### config.mk
export PLATFORM = sky130hd
export DESIGN_NAME = reservoir_accumulator_flat
export DESIGN_NICKNAME = d
export VERILOG_FILES = /design/src/rtl/reservoir_accumulator_if.sv /design/src/rtl/reservoir_accumulator.sv /design/src/flat_wrapper.sv
export SDC_FILE = /design/constraint.sdc
export NUM_CORES = 1
export LEC_CHECK = 0
export CAP_MARGIN = 20
export CORE_MARGIN = 2
export CORE_UTILIZATION = 35
export DETAILED_ROUTE_END_ITERATION = 16
export PLACE_DENSITY = 0.61
export SYNTH_ARGS = -nofsm -noshare
export SYNTH_HDL_FRONTEND = slang
export SYNTH_SLANG_ARGS = --single-unit
### constraint.sdc
create_clock -name iClk -period 3 [get_ports iClk]
set_input_delay 0.3 -clock iClk [delete_from_list [all_inputs] [get_ports iClk]]
set_output_delay 0.3 -clock iClk [all_outputs]
set_load 0.01 [all_outputs]
### src/rtl/reservoir_accumulator_if.sv
// Handshake and result bus between the ESN multiplier and the reservoir accumulator.
// The master drives a product vector plus input term; the slave returns the neuron and state vector.
interface reservoir_accumulator_if #(
  parameter int data_width     = 3,
  parameter int weight_size    = 2,
  parameter int reservoir_size = 4
);
  localparam int prod_width = data_width + weight_size - 1;

  logic                                 iValid;
  logic                                 oReady;
  logic [prod_width*reservoir_size-1:0] iProducts;
  logic [data_width-1:0]                iInput;
  logic                                 oNeuronValid;
  logic [data_width-1:0]                oNeuron;
  logic                                 oStateValid;
  logic [data_width*reservoir_size-1:0] oState;

  modport master (
    output iValid, iProducts, iInput,
    input  oReady, oNeuronValid, oNeuron, oStateValid, oState
  );

  modport slave (
    input  iValid, iProducts, iInput,
    output oReady, oNeuronValid, oNeuron, oStateValid, oState
  );
endinterface

### src/rtl/reservoir_accumulator.sv
// Serial accumulator for one ESN neuron per transaction: sums a row of signed
// products onto the neuron's input term, clips to data_width (hard-tanh), and
// assembles reservoir_size neurons into the next state vector.
module reservoir_accumulator #(
  parameter int data_width     = 3,
  parameter int weight_size    = 2,
  parameter int reservoir_size = 4
) (
  input  logic                    iClk,
  input  logic                    iRst_n,
  reservoir_accumulator_if.slave  bus
);
  localparam int prod_width = data_width + weight_size - 1;
  localparam int acc_width  = prod_width + $clog2(reservoir_size) + 1;
  localparam int cntWidth   = (reservoir_size > 1) ? $clog2(reservoir_size) : 1;
  localparam int vecWidth   = data_width * reservoir_size;

  typedef enum logic [1:0] {IDLE, ACCUM, ACT} state_t;

  state_t                                state;
  logic signed [acc_width-1:0]           acc;
  logic [cntWidth-1:0]                   elemCnt;
  logic [cntWidth-1:0]                   neuronIdx;
  logic [prod_width*reservoir_size-1:0]  productsReg;
  logic [vecWidth-1:0]                   shadow;
  logic [vecWidth-1:0]                   shadowNext;
  logic signed [prod_width-1:0]          curProd;
  logic signed [data_width-1:0]          satVal;

  logic                                  readyReg;
  logic                                  neuronValidReg;
  logic [data_width-1:0]                 neuronReg;
  logic                                  stateValidReg;
  logic [vecWidth-1:0]                   stateReg;

  function automatic logic signed [acc_width-1:0] sextProd(input logic signed [prod_width-1:0] p);
    return {{(acc_width-prod_width){p[prod_width-1]}}, p};
  endfunction

  function automatic logic signed [acc_width-1:0] sextInput(input logic signed [data_width-1:0] x);
    return {{(acc_width-data_width){x[data_width-1]}}, x};
  endfunction

  // Integer hard-tanh: clip the wide sum into the signed data_width range.
  function automatic logic signed [data_width-1:0] saturate(input logic signed [acc_width-1:0] v);
    logic signed [acc_width-1:0] hi;
    logic signed [acc_width-1:0] lo;
    hi = {{(acc_width-data_width+1){1'b0}}, {(data_width-1){1'b1}}};
    lo = {{(acc_width-data_width+1){1'b1}}, {(data_width-1){1'b0}}};
    if (v > hi)      return hi[data_width-1:0];
    else if (v < lo) return lo[data_width-1:0];
    else             return v[data_width-1:0];
  endfunction

  assign curProd = $signed(productsReg[elemCnt*prod_width +: prod_width]);
  assign satVal  = saturate(acc);

  // Shadow vector with the current neuron's slot replaced by the clipped sum.
  always_comb begin
    shadowNext = shadow;
    shadowNext[neuronIdx*data_width +: data_width] = satVal;
  end

  // Control FSM: accept, accumulate serially, activate and publish.
  always_ff @(posedge iClk or negedge iRst_n) begin
    if (!iRst_n) begin
      state          <= IDLE;
      acc            <= '0;
      elemCnt        <= '0;
      neuronIdx      <= '0;
      productsReg    <= '0;
      shadow         <= '0;
      readyReg       <= 1'b1;
      neuronValidReg <= 1'b0;
      neuronReg      <= '0;
      stateValidReg  <= 1'b0;
      stateReg       <= '0;
    end else begin
      neuronValidReg <= 1'b0;
      stateValidReg  <= 1'b0;
      case (state)
        IDLE: begin
          if (bus.iValid && readyReg) begin
            productsReg <= bus.iProducts;
            acc         <= sextInput($signed(bus.iInput));
            elemCnt     <= '0;
            readyReg    <= 1'b0;
            state       <= ACCUM;
          end
        end
        ACCUM: begin
          acc     <= acc + sextProd(curProd);
          elemCnt <= elemCnt + cntWidth'(1);
          if (elemCnt == cntWidth'(reservoir_size - 1)) state <= ACT;
        end
        ACT: begin
          shadow         <= shadowNext;
          neuronReg      <= satVal;
          neuronValidReg <= 1'b1;
          if (neuronIdx == cntWidth'(reservoir_size - 1)) begin
            stateReg      <= shadowNext;
            stateValidReg <= 1'b1;
            neuronIdx     <= '0;
          end else begin
            neuronIdx <= neuronIdx + cntWidth'(1);
          end
          readyReg <= 1'b1;
          state    <= IDLE;
        end
        default: begin
          readyReg <= 1'b1;
          state    <= IDLE;
        end
      endcase
    end
  end

  assign bus.oReady       = readyReg;
  assign bus.oNeuronValid = neuronValidReg;
  assign bus.oNeuron      = neuronReg;
  assign bus.oStateValid  = stateValidReg;
  assign bus.oState       = stateReg;
endmodule

### src/flat_wrapper.sv
// flat-port wrapper written by rule: the top's interface ports become plain ports
module reservoir_accumulator_flat 
#(
  parameter int data_width     = 3,
  parameter int weight_size    = 2,
  parameter int reservoir_size = 4
)
  (iClk, iRst_n, bus_iValid, bus_iProducts, bus_iInput, bus_oReady, bus_oNeuronValid, bus_oNeuron, bus_oStateValid, bus_oState);
  reservoir_accumulator_if #(.data_width(data_width), .weight_size(weight_size), .reservoir_size(reservoir_size)) bus_i ();
  input  logic iClk;
  input  logic iRst_n;
  input wire logic [$bits(bus_i.iValid)-1:0] bus_iValid;
  input wire logic [$bits(bus_i.iProducts)-1:0] bus_iProducts;
  input wire logic [$bits(bus_i.iInput)-1:0] bus_iInput;
  output wire logic [$bits(bus_i.oReady)-1:0] bus_oReady;
  output wire logic [$bits(bus_i.oNeuronValid)-1:0] bus_oNeuronValid;
  output wire logic [$bits(bus_i.oNeuron)-1:0] bus_oNeuron;
  output wire logic [$bits(bus_i.oStateValid)-1:0] bus_oStateValid;
  output wire logic [$bits(bus_i.oState)-1:0] bus_oState;
  assign bus_i.iValid = bus_iValid;
  assign bus_i.iProducts = bus_iProducts;
  assign bus_i.iInput = bus_iInput;
  assign bus_oReady = bus_i.oReady;
  assign bus_oNeuronValid = bus_i.oNeuronValid;
  assign bus_oNeuron = bus_i.oNeuron;
  assign bus_oStateValid = bus_i.oStateValid;
  assign bus_oState = bus_i.oState;
  reservoir_accumulator #(.data_width(data_width), .weight_size(weight_size), .reservoir_size(reservoir_size)) u_core (.iClk(iClk), .iRst_n(iRst_n), .bus(bus_i));
endmodule
==> metrics.cfg <==
[drt]
drt_first_iter_violations=77
vias=2216
routed_wl_um=6003
top_layer=met4
wl_met1_um=3087
firstDrtPassIters=4
wl_met3_um=252
route.met2.wl_um=2577
via_per_inst=4.860
wire_per_inst_um=13.16
ant_nets=0
drcViolationCount=0

[sta]
hold_violations=1
tightest_slew_ps=929.2
whs_ps=-2.233
timing.setup.tns_ps=0
period_needed_ps=2749
finalSetupViolations=0
rsz0062_at_grt=false
slew_headroom_pct=37.93
final.period_utilization_pct=91.65
worst_clock_skew_ps=8.239
max_freq_mhz=363.7
drv_slew=0
worst_slack_ps=250.6

[global_route]
grt_pass1_vias=2087
overflow=0
grt_pass1_wl_um=10260
grt_antenna_before_repair=0
grt_max_degree=32
grtUsageTotal_pct=15.10

[cells_and_area]
stdcell_area_mm2=0.003525
nFillCells=771
finalNetCount=386
drive_gt1_share_pct=6.780
diodes=0
seq_area_mm2=0.001478
area_delta_synth_final_pct=23.23
multi_input_area_mm2=0.001311

[clocking]
cts_sinks=59
cts_hold_buf=0
postCtsResizedCells=0
cts_max_level=3
clock_path_buffers=2
tritoncts=yes
cts_buffers=9
postCtsSetupBuffers=0
clock-root-buffer=clkbuf_8
path_clk_slew_ps=70
clk_latency_ps=340

[floorplanning]
core.rowCount=32
start_util_pct=36.63
die_h_um=94.40
ioPinCount=40
fp.dieW_um=94.40
coreArea_mm2=0.007807
dieArea_mm2=0.008911

[setup_path]
rr_endpoint=u_core.acc[6]
crit_chain=mux4_1, ha_1, fa_1, a211oi_1, o21ai_0, a21o_1, a211oi_2, nand3b_1
end_kind=flop
rr_startpoint=u_core.elemCnt[0]
criticalPathCategory=reg -> reg
reg2reg_depth=8
crit_path_start_kind=flop
cp_data_arrival_time_ps=3020
critical_path.startpoint=u_core.elemCnt[0]
crit_slowest_cell=mux4_1
cp_top_family=compound AO/OA/AOI/OAI gates
required_ps=3270
critPathMaxFanout=7
crit_buf_inv=0
rrSetupSlack_ps=250
slowest_delay_ps=590

[job]
cap_viol_max_count=0

[logic_synthesis]
ys_ff_latch=59
synth_warnings=0
mappedNetlistArea_mm2=0.002860
synth_nets=342
syn_inst=306
synth_cell_types=36
yosysTopAreaCell=dfrtp_1
synth.avg_cell_area_um2=9.347
yosysTopAreaCellShare_pct=50.74
seq_area_frac_synth_pct=51.66
synth_area_leaders=dfrtp_1 (51%), nand2_1 (12%), ha_1 (5.7%), o21ai_0 (5.4%), a21oi_1 (3.7%)

[power]
power.total_mw=3.514
power_density_mw_per_mm2=997.1
ir_worst_vdd_v=0.0003325
pwr-share-clk_pct=17.7
p_switching_mw=1.447
pwr-share-comb_pct=45.1
seqPwrFrac_pct=37.2
p_sw_share_pct=41.17
p_int_mw=2.067
leakage_nw=1.629

[min_path]
min_path_type=in -> async

[place]
gp_congestion=0.8201
dp_slack_ps=256.2
port_buffers=39
dpl_cell_area_mm2=0.003358
hpwlAfterDp_um=4270

[outcome]
violations=hold timing
status=complete, but fails checks

per-layer routing:
layer | track usage, % | up-vias
met1 | 21.50 | 1029
met3 | 3.671 | 9
met2 | 21.61 | 41
li1 | - | 1137
met4 | 7.246 | 0
met5 | 0 | -
state kept, by name (all words and copies together) (netlist names), 2 cells and up:
register	flops
u_core.neuronIdx	2
u_core.bus.oNeuron	3
u_core.shadow	12
u_core.state	2
u_core.acc	7
u_core.elemCnt	2
u_core.productsReg	16
u_core.bus.oState	12
cell families after synthesis:
logic type,Yosys count,share of synthesized area [%]
AOI/OAI and AO/OA,67,12.99
xor gates and xnor gates,2,0.6125
adders and majority gates,14,6.387
buffers and inverters,17,2.493
DFF,59,51.66
muxes,4,3.543
and+or+nand+nor,143,22.31
layout by cell type (no fill, tap or decap), types with 2 or more instances in the layout:
| cell type | Yosys | routed |
|---|---|---|
| a211oi_1 | 4 | 4 |
| and3_1 | 5 | 5 |
| a31oi_1 | 2 | 2 |
| nor4_1 | 2 | 2 |
| clkinvlp_4 | 0 | 2 |
| or4_1 | 2 | 2 |
| clkbuf_8 | 0 | 9 |
| inv_1 | 7 | 7 |
| nor2_1 | 8 | 8 |
| nand3_1 | 5 | 5 |
| and2_1 | 3 | 3 |
| mux4_1 | 3 | 3 |
| nand2b_1 | 2 | 2 |
| ha_1 | 13 | 13 |
| clkinv_2 | 0 | 2 |
| dfrtp_1 | 58 | 58 |
| a21oi_1 | 21 | 21 |
| clkdlybuf4s50_1 | 0 | 38 |
| xnor2_1 | 2 | 2 |
| nand4_1 | 4 | 4 |
| a22oi_1 | 2 | 2 |
| nor2b_1 | 13 | 13 |
| buf_4 | 0 | 4 |
| a21o_1 | 2 | 2 |
| o21ai_0 | 31 | 31 |
| nand2_1 | 94 | 94 |
area by class of cell:
type                       count  area share, %
multi-input combinational    230          37.20
inverter                       7         0.7455
tap                          102          3.621
clock buffer                   9          3.514
timing repair buffer          43          11.79
clock inverter                 6          1.207
sequential                    59          41.92
cells in the mapped netlist:
cell type,count
nand2_1,94
dfrtp_1,58
o21ai_0,31
a21oi_1,21
ha_1,13
nor2b_1,13
clkbuf_1,9
nor2_1,8
inv_1,7
and3_1,5
nand3_1,5
a211oi_1,4
nand4_1,4
and2_1,3
mux4_1,3
a21o_1,2
a22oi_1,2
a31oi_1,2
nand2b_1,2
nor4_1,2
or4_1,2
xnor2_1,2
a211oi_2,1
and4_1,1
buf_6,1
dfstp_2,1
fa_1,1
mux4_2,1
nand3b_1,1
nor3_1,1
o21ai_1,1
o21bai_1,1
o22ai_1,1
o31ai_1,1
or2_2,1
or3_1,1
through the flow:
step	hold WS [ps]	utilization, %	cells
final	-2.233	45.14	456
after global routing	48.65	45.14	456
after CTS	14.21	45.14	456
after detailed placement	386.6	43.01	441
after global placement	391.1	43.01	441
after floorplan	4.409	-	306
power groups by stage:
stage	sequential [mW]	combinational [mW]	clock [mW]
global route	1.35	1.80	0.684
CTS	1.31	1.58	0.644
floorplan	1.25	1.19	0
finish	1.31	1.59	0.622
global placement	1.31	1.54	0
detailed placement	1.32	1.56	0
worst max path at each step:
stage / end / slack (ps) / cells past startpoint
2_1_floorplan: u_core.acc[6] / 470 / 9
3_3_place_gp: u_core.acc[6] / 310 / 8
3_5_place_dp: u_core.acc[6] / 260 / 8
6_report: u_core.acc[6] / 250 / 8
5_1_grt: u_core.acc[6] / 40 / 8
4_1_cts: u_core.acc[6] / 240 / 8
(Power assumes the default switching activity.)
==> RTL change: new RTL, same flow settings <==
`data_width` is set to 3 in 3 places; all go to 6.
--- a/src/rtl/reservoir_accumulator_if.sv
+++ b/src/rtl/reservoir_accumulator_if.sv
@@ -1,7 +1,7 @@
 // Handshake and result bus between the ESN multiplier and the reservoir accumulator.
 // The master drives a product vector plus input term; the slave returns the neuron and state vector.
 interface reservoir_accumulator_if #(
-  parameter int data_width     = 3,
+  parameter int data_width     = 6,
   parameter int weight_size    = 2,
   parameter int reservoir_size = 4
 );
--- a/src/rtl/reservoir_accumulator.sv
+++ b/src/rtl/reservoir_accumulator.sv
@@ -2,7 +2,7 @@
 // products onto the neuron's input term, clips to data_width (hard-tanh), and
 // assembles reservoir_size neurons into the next state vector.
 module reservoir_accumulator #(
-  parameter int data_width     = 3,
+  parameter int data_width     = 6,
   parameter int weight_size    = 2,
   parameter int reservoir_size = 4
 ) (
--- a/src/flat_wrapper.sv
+++ b/src/flat_wrapper.sv
@@ -1,7 +1,7 @@
 // flat-port wrapper written by rule: the top's interface ports become plain ports
 module reservoir_accumulator_flat 
 #(
-  parameter int data_width     = 3,
+  parameter int data_width     = 6,
   parameter int weight_size    = 2,
   parameter int reservoir_size = 4
 )
Interface: changed (resized bus_iInput, bus_iProducts, bus_oNeuron and bus_oState); port bits go from 40 to 70. No check against the original RTL was run, so the function may have changed too.
==> RTL change against the unedited design <==
Critical path type unchanged; setup slack got worse by 0.087 ns; final area is 78% higher; synthesized area increased by 76%; wire length is 100% higher; sequential cell count increased by 42; largest power group unchanged; fmax fell by 3.1%; critical endpoint is now u_core.acc[9]; total power up 110%; die area increased by 72%.
==> RTL change: results (changes against the unedited design) <==
The slew at the pin closest to its max-slew limit came out at 0.838 ns (-0.0912 ns). The internal power came out at 0.00440 W (+110%). The iteration-0 DRC count of the detailed router came out at 266 (+250%).

The worst vdd rail ir drop was 0.000455 V (+37%). The synthesized netlist net count is 532 (+56%). The total global routing track utilization is 17.0% (+1.9 points). The number of fillers in the final layout came out at 1306 (+69%). The flow ran to the end, and the final reports show no timing, DRC or antenna violations. The first-pass GRT wire length came out at 19.9 mm (+94%). The depth of the worst hold-timing path is 2. The routability congestion estimate from global placement is 0.839 (+2.3%). The leakage power total is 2.72 nW (+67%).

The number of flip-flops in the largest register is 28 (+12). The placed instance count was 714 (+62%). The worst min-delay path category is flip-flop to flip-flop. The worst stage delay on the critical path is 0.61 ns (+0.02 ns). The setup slack at placement came out at 0.105 ns (-0.151 ns). The count of nets after finishing is 600 (+55%). The total length of routed wires is 12.1 mm (+100%). The final setup skew came out at 0.0116 ns (+0.00335 ns). The detailed-placement wirelength estimate came out at 8.78 mm (+110%). The fraction of the yosys area taken by sequential cells is 50.3% (-1.3 points).

In the synthesized netlist, the cells that appear most often are 100 x dfrtp_1, 58 x nand2_1, 53 x nor2_1, 30 x mux2_2, 27 x o21ai_0. The number of unique standard cell types used by synthesis was 54 (+50%). The pin count of the biggest net entering global routing is 59 (+84%).

The depth of the CTS H-tree is 3 (unchanged). The area enclosed by the die boundary is 15300 µm² (+72%). In the post-synthesis netlist, the biggest area contributors are dfrtp_1 50%, mux2_2 6.7%, nand2_1 4.3%, ha_1 4.0%, nor2_1 4.0%. The flip-flop and latch count after synthesis was 101 (+71%). The synthesized instance count is 478 (+56%).

The fraction of layout instances using a drive strength above 1 is 13.6% (+6.9 points). The total via count after detailed routing came out at 3939 (+78%). The arrival time of data at the critical path endpoint came out at 3.08 ns (+0.06 ns). The per-cell routed wire length is 16.6 µm (+26%). The number of buffers added on ports is 69 (+77%).
-- RTL change: cell type report --
type | instances | area, µm² | share of cell area (%)
clock buffer | 10 | 239 | 3.80
sequential | 101 | 2530 | 40.3
inverter | 14 | 52.6 | 0.836
tap | 180 | 225 | 3.58
multi-input combinational | 338 | 2340 | 37.2
timing repair buffer | 82 | 813 | 12.9
clock inverter | 5 | 82.6 | 1.31
-- RTL change: kinds of logic after synthesis --
| logic type | share of synthesized area [%] |
|---|---|
| mux | 10.5 |
| flops | 50.3 |
| fa+ha+maj | 4.38 |
| xor+xnor | 1.22 |
| buf+inv | 3.19 |
| compound gates | 16.8 |
| simple gates | 13.6 |
-- RTL change: metrics by stage --
stage	util [%]	hold slack, ns	instance area [µm²]
finish	45.1	0.477	6280
global route	45.1	0.513	6280
CTS	45.1	0.478	6280
detailed placement	42.7	0.334	5950
global placement	42.7	0.334	5950
floorplan	-	0.00441	5020
-- RTL change: worst paths after layout --
check                                   from               endpoint  slack (ns)
setup / recovery           u_core.elemCnt[0]          u_core.acc[9]        0.16
hold / removal             u_core.shadow[15]      u_core.shadow[15]        0.48
setup reg to reg           u_core.elemCnt[0]          u_core.acc[9]        0.16
hold reg to reg            u_core.shadow[15]      u_core.shadow[15]        0.48
max in group asynchronous             iRst_n      u_core.bus.oReady        1.76
min in group asynchronous             iRst_n  u_core.bus.oState[11]        0.49
-- RTL change: timing repair --
| item | CTS | global route |
|---|---|---|
| hold buffers | 1 | 0 |
| endpoints found under the setup margin | 0 | 3 |
| endpoints found under the hold margin | 43 | 0 |
| gates resized for setup | 0 | 1 |
-- RTL change: power by group through the flow --
stage / Combinational, W / Clock [W] / Sequential (W)
2_1_floorplan: 0.00262 / 0 / 0.00228
3_3_place_gp: 0.00361 / 0 / 0.00239
3_5_place_dp: 0.00373 / 0 / 0.00241
4_1_cts: 0.00374 / 0.00130 / 0.00239
5_1_grt: 0.00416 / 0.00135 / 0.00246
6_report: 0.00375 / 0.00126 / 0.00238
-- RTL change: worst min-delay path, cell delays in order, from the launching register on --
cell	delay, ns
dfrtp_1	0.33
nand2_1	0.05
o21ai_0	0.06
-- RTL change: routing by layer --
layer	vias up	wire, µm	track usage, %
met5	-	0	0
met4	0	230	5.75
met3	19	623	4.90
met2	112	5880	27.5
met1	1936	5380	21.9
li1	1872	-	-
